### src/rtl/ps2_keypad.sv
// ps2_keypad: PS/2 set-2 receiver that decodes make/break events onto a Chip-8 4x4 hex keypad
module ps2_keypad #(
  parameter int FILTER_LEN = 8,
  parameter int TIMEOUT    = 20000
) (
  input  logic        clk,
  input  logic        res,
  input  logic        ps2_clk,
  input  logic        ps2_data,
  output logic [15:0] key_down,
  output logic        key_valid,
  output logic [3:0]  key_code,
  output logic        key_make,
  output logic        frame_error
);
  localparam int FW = $clog2(FILTER_LEN + 1);
  localparam int TW = $clog2(TIMEOUT + 1);
  typedef enum logic [1:0] {IDLE, DATA, PARITY, STOP} state_t;
  state_t state, state_n;
  logic [1:0] clk_s, dat_s;
  logic filt, fall, timeout, err, done, flush, par, byte_rdy, brk, ext;
  logic [FW-1:0] fcnt;
  logic [TW-1:0] tcnt;
  logic [2:0] bcnt;
  logic [7:0] shift, byte_q;
  logic [4:0] hit;
  function automatic logic [4:0] map(input logic [7:0] b);
    case (b)
      8'h22: map = 5'h10;  8'h16: map = 5'h11;  8'h1E: map = 5'h12;  8'h26: map = 5'h13;
      8'h15: map = 5'h14;  8'h1D: map = 5'h15;  8'h24: map = 5'h16;  8'h1C: map = 5'h17;
      8'h1B: map = 5'h18;  8'h23: map = 5'h19;  8'h1A: map = 5'h1A;  8'h21: map = 5'h1B;
      8'h25: map = 5'h1C;  8'h2D: map = 5'h1D;  8'h2B: map = 5'h1E;  8'h2A: map = 5'h1F;
      default: map = 5'h00;
    endcase
  endfunction
  assign hit     = map(byte_q);
  assign fall    = filt && !clk_s[1] && fcnt == FW'(FILTER_LEN - 1);
  assign timeout = state != IDLE && tcnt == TW'(TIMEOUT);
  always_ff @(posedge clk or posedge res) begin
    if (res) begin
      clk_s <= 2'b11;
      dat_s <= 2'b11;
      filt  <= 1'b1;
      fcnt  <= '0;
    end else begin
      clk_s <= {clk_s[0], ps2_clk};
      dat_s <= {dat_s[0], ps2_data};
      if (clk_s[1] == filt) fcnt <= '0;
      else if (fcnt == FW'(FILTER_LEN - 1)) begin
        filt <= clk_s[1];
        fcnt <= '0;
      end else fcnt <= fcnt + FW'(1);
    end
  end
  always_comb begin
    state_n = state;
    err     = 1'b0;
    done    = 1'b0;
    flush   = 1'b0;
    if (timeout) begin
      state_n = IDLE;
      err     = 1'b1;
      flush   = 1'b1;
    end else if (fall) begin
      case (state)
        IDLE:   if (dat_s[1]) err = 1'b1; else state_n = DATA;
        DATA:   state_n = bcnt == 3'd7 ? PARITY : DATA;
        PARITY: state_n = STOP;
        STOP: begin
          state_n = IDLE;
          done    = dat_s[1] && par;
          err     = !done;
          flush   = !done;
        end
      endcase
    end
  end
  always_ff @(posedge clk or posedge res) begin
    if (res) begin
      state       <= IDLE;
      tcnt        <= '0;
      bcnt        <= '0;
      shift       <= '0;
      par         <= 1'b0;
      byte_rdy    <= 1'b0;
      byte_q      <= '0;
      frame_error <= 1'b0;
    end else begin
      state       <= state_n;
      frame_error <= err;
      byte_rdy    <= done;
      if (done) byte_q <= shift;
      tcnt <= (state == IDLE || fall) ? '0 : (tcnt == TW'(TIMEOUT) ? tcnt : tcnt + TW'(1));
      if (fall && state == IDLE) bcnt <= '0;
      if (fall && state == DATA) begin
        shift <= {dat_s[1], shift[7:1]};
        bcnt  <= bcnt + 3'd1;
      end
      if (fall && state == PARITY) par <= ^shift ^ dat_s[1];
    end
  end
  // Prefix flags persist across frames until a terminating byte or a broken frame.
  always_ff @(posedge clk or posedge res) begin
    if (res) begin
      brk       <= 1'b0;
      ext       <= 1'b0;
      key_down  <= '0;
      key_valid <= 1'b0;
      key_code  <= '0;
      key_make  <= 1'b0;
    end else begin
      key_valid <= 1'b0;
      if (flush) begin
        brk <= 1'b0;
        ext <= 1'b0;
      end else if (byte_rdy) begin
        if (byte_q == 8'hF0) brk <= 1'b1;
        else if (byte_q == 8'hE0) ext <= 1'b1;
        else begin
          brk <= 1'b0;
          ext <= 1'b0;
          if (!ext && hit[4]) begin
            key_valid          <= 1'b1;
            key_code           <= hit[3:0];
            key_make           <= !brk;
            key_down[hit[3:0]] <= !brk;
          end
        end
      end
    end
  end
endmodule
### config.mk
export PLATFORM = sky130hd
export DESIGN_NAME = ps2_keypad
export DESIGN_NICKNAME = d
export VERILOG_FILES = /design/src/rtl/ps2_keypad.sv
export SDC_FILE = /design/constraint.sdc
export NUM_CORES = 1
export LEC_CHECK = 0
export CAP_MARGIN = 20
export CORE_MARGIN = 2
export CORE_UTILIZATION = 35
export CTS_CLUSTER_SIZE = 40
export DETAILED_ROUTE_END_ITERATION = 6
export GPL_TIMING_DRIVEN = 0
export SLEW_MARGIN = 20
export SYNTH_ARGS = -nofsm -noshare
export SYNTH_HDL_FRONTEND = slang
export SYNTH_SLANG_ARGS = --single-unit
### constraint.sdc
create_clock -name clk -period 5 [get_ports clk]
set_input_delay 0.75 -clock clk [delete_from_list [all_inputs] [get_ports clk]]
set_output_delay 0.75 -clock clk [all_outputs]
set_load 0.05 [all_outputs]
# Word-level counts from Yosys, hierarchy flattened
# Memory sizes are Yosys's and may differ from the RTL's.
# Cells that the tools add are included.
# W data, S select, Z words.
# op_classes
add_sub_neg,3
magnitude_cmp,2
n_eq_ne,13
muxes,38
bitwise,5
n_reduce_logical,26
# op_table
cell,n
$mux W15,2
$mux W1,23
$bwmux W16,1
$eq A8 B8 Y1 const B,2
$add A15 B1 Y15 const B,1
$eq A15 B15 Y1 const B,1
$logic_and A1 B1 Y1,9
$mux W2,4
$mux W4,2
$pmux W2 S4,1
$reduce_and A2 Y1,4
$reduce_bool A2 Y1,4
$reduce_xor A8 Y1,1
$mux W3,2
$ne A3 B3 Y1 const B,2
$lt A4 B5 Y1 const B,1
$mux W5,1
$reduce_and A5 Y1,1
$add A4 B1 Y4 const B,1
$demux W1 S4,1
$eq A2 B2 Y1 const B,2
$eq A4 B3 Y1 const B,1
$ge A4 B1 Y1 const B,1
$logic_not A1 Y1,4
other kinds (10),15
# totals
reg_bits,72
mem_bits_ro,320
in_bits,4
out_inout_bits,23
elab_cells,106
memories,1
# memory_table
memory,depth,width,rd,rd_ports_with_merged_regs,wr,line,rtl
(name not given),64,5,1,0,0,28,case (b)

# Logic depth before layout (Yosys ltp)
# logic_depth
ltp_word,8
depth_mapped,9
mapped_depth_nobuf,8

# Worst setup path after synthesis
# Ideal clock, no wire load.
# synth_timing
kind,register to register
start,register clk_s[1]
end,register key_down[0]
setup_time_ns,0.141
t_arrival_ns,1.971
required_ns,4.859
setup_slack_ns,2.889
path_stages_with_launch,9
path_buffers,0
period_less_slack_ns,2.111
cell_sequence,dfstp_2 > inv_1 > ha_1 > and4b_1 > a311oi_4 > o21ai_2 > a2111o_1 > o21ai_0 > o31ai_1
# synth_via
elab_chain_cells,7
# synth_lines
element,line,rtl
from (decl),20,"logic [1:0] clk_s, dat_s;"
from (signal assigned),46,"clk_s <= {clk_s[0], ps2_clk};"
$logic_not A1 Y1,37,assign fall = filt && !clk_s[1] && fcnt == FW'(FILTER_LEN - 1);
$logic_and A1 B1 Y1 (2 in a row),37,
$mux W1,64,end else if (fall) begin
$mux W1,60,if (timeout) begin
$not A1 Y1 (no line),--,
$reduce_and A5 Y1 (no line),--,
"to (signal, indexed assignment)",126,key_down[hit[3:0]] <= !brk;
to (decl),10,"output logic [15:0] key_down,"
# Every way passes these cells.
# A chain may end at the register's enable or synchronous reset.

# Final worst setup path
# layout_timing
start,register clk_s[1]
end,register key_down[2]
# Same word-level chain as after synthesis.

==> Implementation_results.wiki <==
{| class="wikitable"
! Metric !! Value
|-
| Synth Instances || 349
|-
| Pin count of the biggest net entering global routing || 43
|-
| Aggregate global routing overflow || 0
|-
| Proportion of register bits with asynchronous set or reset after synthesis || 100%
|-
| Area of the mapped netlist || 3710 µm²
|-
| Number of antenna diodes || 0
|-
| Slew at the pin with the worst max-slew slack || approximately 0.7 ns
|-
| Yosys top cell area share || roughly 45%
|-
| Final-report max-slew violation count || 0
|-
| CTS tree || done
|-
| Cts repair resizes || 0
|-
| Number of max-capacitance violations reported || 0
|-
| Number of DRC violations after detailed routing || 0
|-
| Type of the worst min-delay path || flip-flop to flip-flop
|-
| Critical Path Stages || 8
|-
| FF-to-FF path depth || 8
|-
| Post-synthesis register bit count || 72
|-
| Peak ir drop on the vdd network || 0.117 mV
|-
| Sinks on Clock Net || 72
|-
| Netlist cell types || 55
|-
| Sequential share of the synthesized area || 48.7%
|-
| Wire length of the first global-routing pass || 11.9 mm
|-
| Starting density of the core || 35.9%
|-
| Maximum count of clock buffers along a single path || 2
|-
| Top flip-flop cell by instance count after synthesis || sky130_fd_sc_hd__dfrtp_1
|-
| Outcome || finished, final reports clean
|-
| Largest area contributor in the synthesized netlist || sky130_fd_sc_hd__dfrtp_1
|-
| WP data required || roughly 5.2 ns
|-
| Average instance area after synthesis || 10.6 µm²
|-
| Root cell of the clock tree || sky130_fd_sc_hd__clkbuf_8
|-
| Wire length per cell after detailed routing || about 13 µm
|-
| Final GP Congestion || 0.863
|-
| Pwr dens || 261 nW/µm²
|-
| Post-Synthesis Net Count || about 370
|-
| Fraction of the cycle the final worst path needs || 47.2%
|-
| Buffers & Inverters on Critical Path || 1
|-
| Hold buffers post-CTS || 0
|-
| Count of vias placed by the detailed router || 2659
|-
| Buffers inserted during post-CTS setup optimization || 0
|-
| Leakage power of the design || between 0.0015 and 0.002 µW
|-
| Setup repair after global routing missed its margin || no
|-
| CP Launch Type || flip-flop
|-
| Number of routed nets with antenna violations || 0
|-
| Delay of the slowest cell on the worst path || 0.53 ns
|-
| Number of synthesized flops with an enable pin || 0
|-
| Cell types occupying the most area after synthesis || sky130_fd_sc_hd__dfrtp_1 45%, sky130_fd_sc_hd__mux2_2 5.8%, sky130_fd_sc_hd__ha_1 4.7%, sky130_fd_sc_hd__dfstp_2 3.5%, sky130_fd_sc_hd__xnor2_1 2.8%
|-
| Ratio of cells with drive above 1 in the final layout || 14.5%
|-
| Cts bufs inserted || 9
|-
| Most common cell after layout, fill and taps aside || sky130_fd_sc_hd__dfrtp_1
|-
| Number of synthesis warnings || 0
|-
| Number of antenna violations at the first check in global routing || 0
|-
| Start-to-end type of the worst setup path || flip-flop to flip-flop
|-
| DR vias/cell || 5.04
|-
| Worst endpoint data arrival time || around 2.6 ns
|-
| Total iterations of the first detailed-routing run || 6
|-
| Clock skew after layout || 0.00895 ns
|-
| Post-route core utilization || 42.4%
|-
| DIE HEIGHT || 107 µm
|-
| Final setup violating endpoints || 0
|-
| DIE WIDTH || around 110 µm
|-
| Normalized max-slew margin || a little over half
|-
| IO Pins || 27
|-
| Count of endpoints failing hold in the final timing report || 0
|-
| Area added between synthesis and finish || 18.0%
|-
| Maximum level of the CTS H-tree || 3
|-
| Die area || approximately 11000 µm²
|-
| Cell at the slowest stage of the critical path || sky130_fd_sc_hd__dfstp_2
|-
| Via count of the first global-routing pass || 2578
|-
| Std-Cell Core Area || slightly above 10000 µm²
|-
| CP endpoint kind || flip-flop
|-
| Total wirelength of the detailed-routed design || 6.95 mm
|-
| Cell family with most CP delay || compound AO/OA/AOI/OAI gates
|-
| Final TNS setup || 0 ns
|-
| Num rows || 37
|-
| Number of nets at the end of the flow || 405
|-
| Largest fanout on the critical path || 5
|-
| Total routing resource utilization after global routing || 13.0%
|-
| HPWL reported at the end of detailed placement || 5.07 mm
|-
| Max Fclk || approximately 0.42 GHz
|-
| Skew-Pair Late Insertion Delay || 0.34 ns
|-
| Shortest period the worst path allows || 2.36 ns
|-
| Worst hold stages || 0
|-
| Leading cell types in the layout, fill and taps excluded || 67 x sky130_fd_sc_hd__dfrtp_1, 26 x sky130_fd_sc_hd__clkdlybuf4s50_1, 23 x sky130_fd_sc_hd__nor2_1
|-
| Count of port buffers added during placement || 26
|-
| Worst-path cell chain || inv_1, ha_1, and4b_1, a311oi_4, o21a_1, nand4_1, o31ai_1, o41ai_1
|-
| Clock input transition at the sequential cells of the worst setup and hold paths || 0.08 ns
|-
| Drt initial violations || between 80 and 90
|}
cells by family (layout without fill, tap and decap cells):
family | after synthesis | in the layout | synth area share, %
AO/OA/AOI/OAI | 75 | 75 | 14.2
flip-flops | 72 | 72 | 48.7
AND/OR/NAND/NOR | 107 | 107 | 15.6
buffers and inverters | 34 | 77 | 4.08
multiplexers | 27 | 27 | 7.92
XOR/XNOR | 20 | 20 | 4.72
adder cells (fa/ha/maj) | 14 | 14 | 4.72
synth_stat cells (3+ instances only):
library cell and number:
sky130_fd_sc_hd__dfrtp_1 67, sky130_fd_sc_hd__dfstp_2 5, sky130_fd_sc_hd__xnor2_1 12, sky130_fd_sc_hd__nor4b_1 4, sky130_fd_sc_hd__or3_1 6, sky130_fd_sc_hd__nand2b_1 11
sky130_fd_sc_hd__xor2_1 8, sky130_fd_sc_hd__ha_1 14, sky130_fd_sc_hd__nor3_1 3, sky130_fd_sc_hd__a21oi_1 17, sky130_fd_sc_hd__mux2i_1 8, sky130_fd_sc_hd__mux2_2 19
sky130_fd_sc_hd__o41ai_1 3, sky130_fd_sc_hd__nand4_1 13, sky130_fd_sc_hd__o21ai_0 18, sky130_fd_sc_hd__nor2_1 23, sky130_fd_sc_hd__buf_2 4, sky130_fd_sc_hd__nand3_1 11
sky130_fd_sc_hd__a31oi_1 3, sky130_fd_sc_hd__nand2_1 19, sky130_fd_sc_hd__o31ai_1 10, sky130_fd_sc_hd__a21o_1 4, sky130_fd_sc_hd__inv_1 22, sky130_fd_sc_hd__clkbuf_1 5
per-stage QoR:
step / hold WS (ns) / setup WS, ns / power [µW] / cells / cell area (µm²)
4_1_cts: 0.358 / 2.65 / 1160 / 528 / 4380
3_3_place_gp: 0.346 / 1.24 / 650 / 511 / 4140
6_report: 0.357 / 2.64 / 1140 / 528 / 4380
2_1_floorplan: 0.345 / 2.43 / 641 / 349 / 3710
3_5_place_dp: 0.347 / 2.67 / 654 / 512 / 4160
5_1_grt: 0.361 / 2.36 / 1190 / 528 / 4380
registers in the layout (all words and copies together) (netlist names), 2 cells and up:
register and count:
key_down 16, tcnt 15, byte_q 8, shift 8, fcnt 4, key_code 4
bcnt 3, clk_s 2, dat_s 2, state 2
layer usage:
layer | part of all wire [%] | vias up | GRT usage (%) | wire length [µm]
li1 | - | 1323 | - | -
met1 | 49 | 1280 | 17.2 | 3400
met2 | 46 | 45 | 20.7 | 3170
met3 | 3.5 | 11 | 2.61 | 246
met4 | 2.0 | 0 | 5.94 | 138
met5 | 0 | - | 0 | 0
power breakdown:
part	internal (µW)	switching, µW	total, µW
Sequential	595	8.22	604
Combinational	15.9	21.9	37.8
Clock	295	208	503
Total	906	238	1140
final cells by class:
cell class	count	area, µm²
fill	993	5950
sequential	72	1810
multi-input combinational	243	1750
timing repair buffer	27	280
tap	136	170
clock buffer	13	149
inverter	22	85.1
buffer	12	68.8
clock inverter	3	65.1
worst paths after layout:
kind / start / end / slack (ns)
setup / recovery: clk_s[1] / key_down[2] / 2.64
hold / removal: clk_s[0] / clk_s[1] / 0.36
setup reg to reg: clk_s[1] / key_down[2] / 2.64
hold reg to reg: clk_s[0] / clk_s[1] / 0.36
max in group asynchronous: res / dat_s[0] / 3.62
min in group asynchronous: res / tcnt[6] / 0.76
No activity file was read; power rests on OpenSTA's default activity.
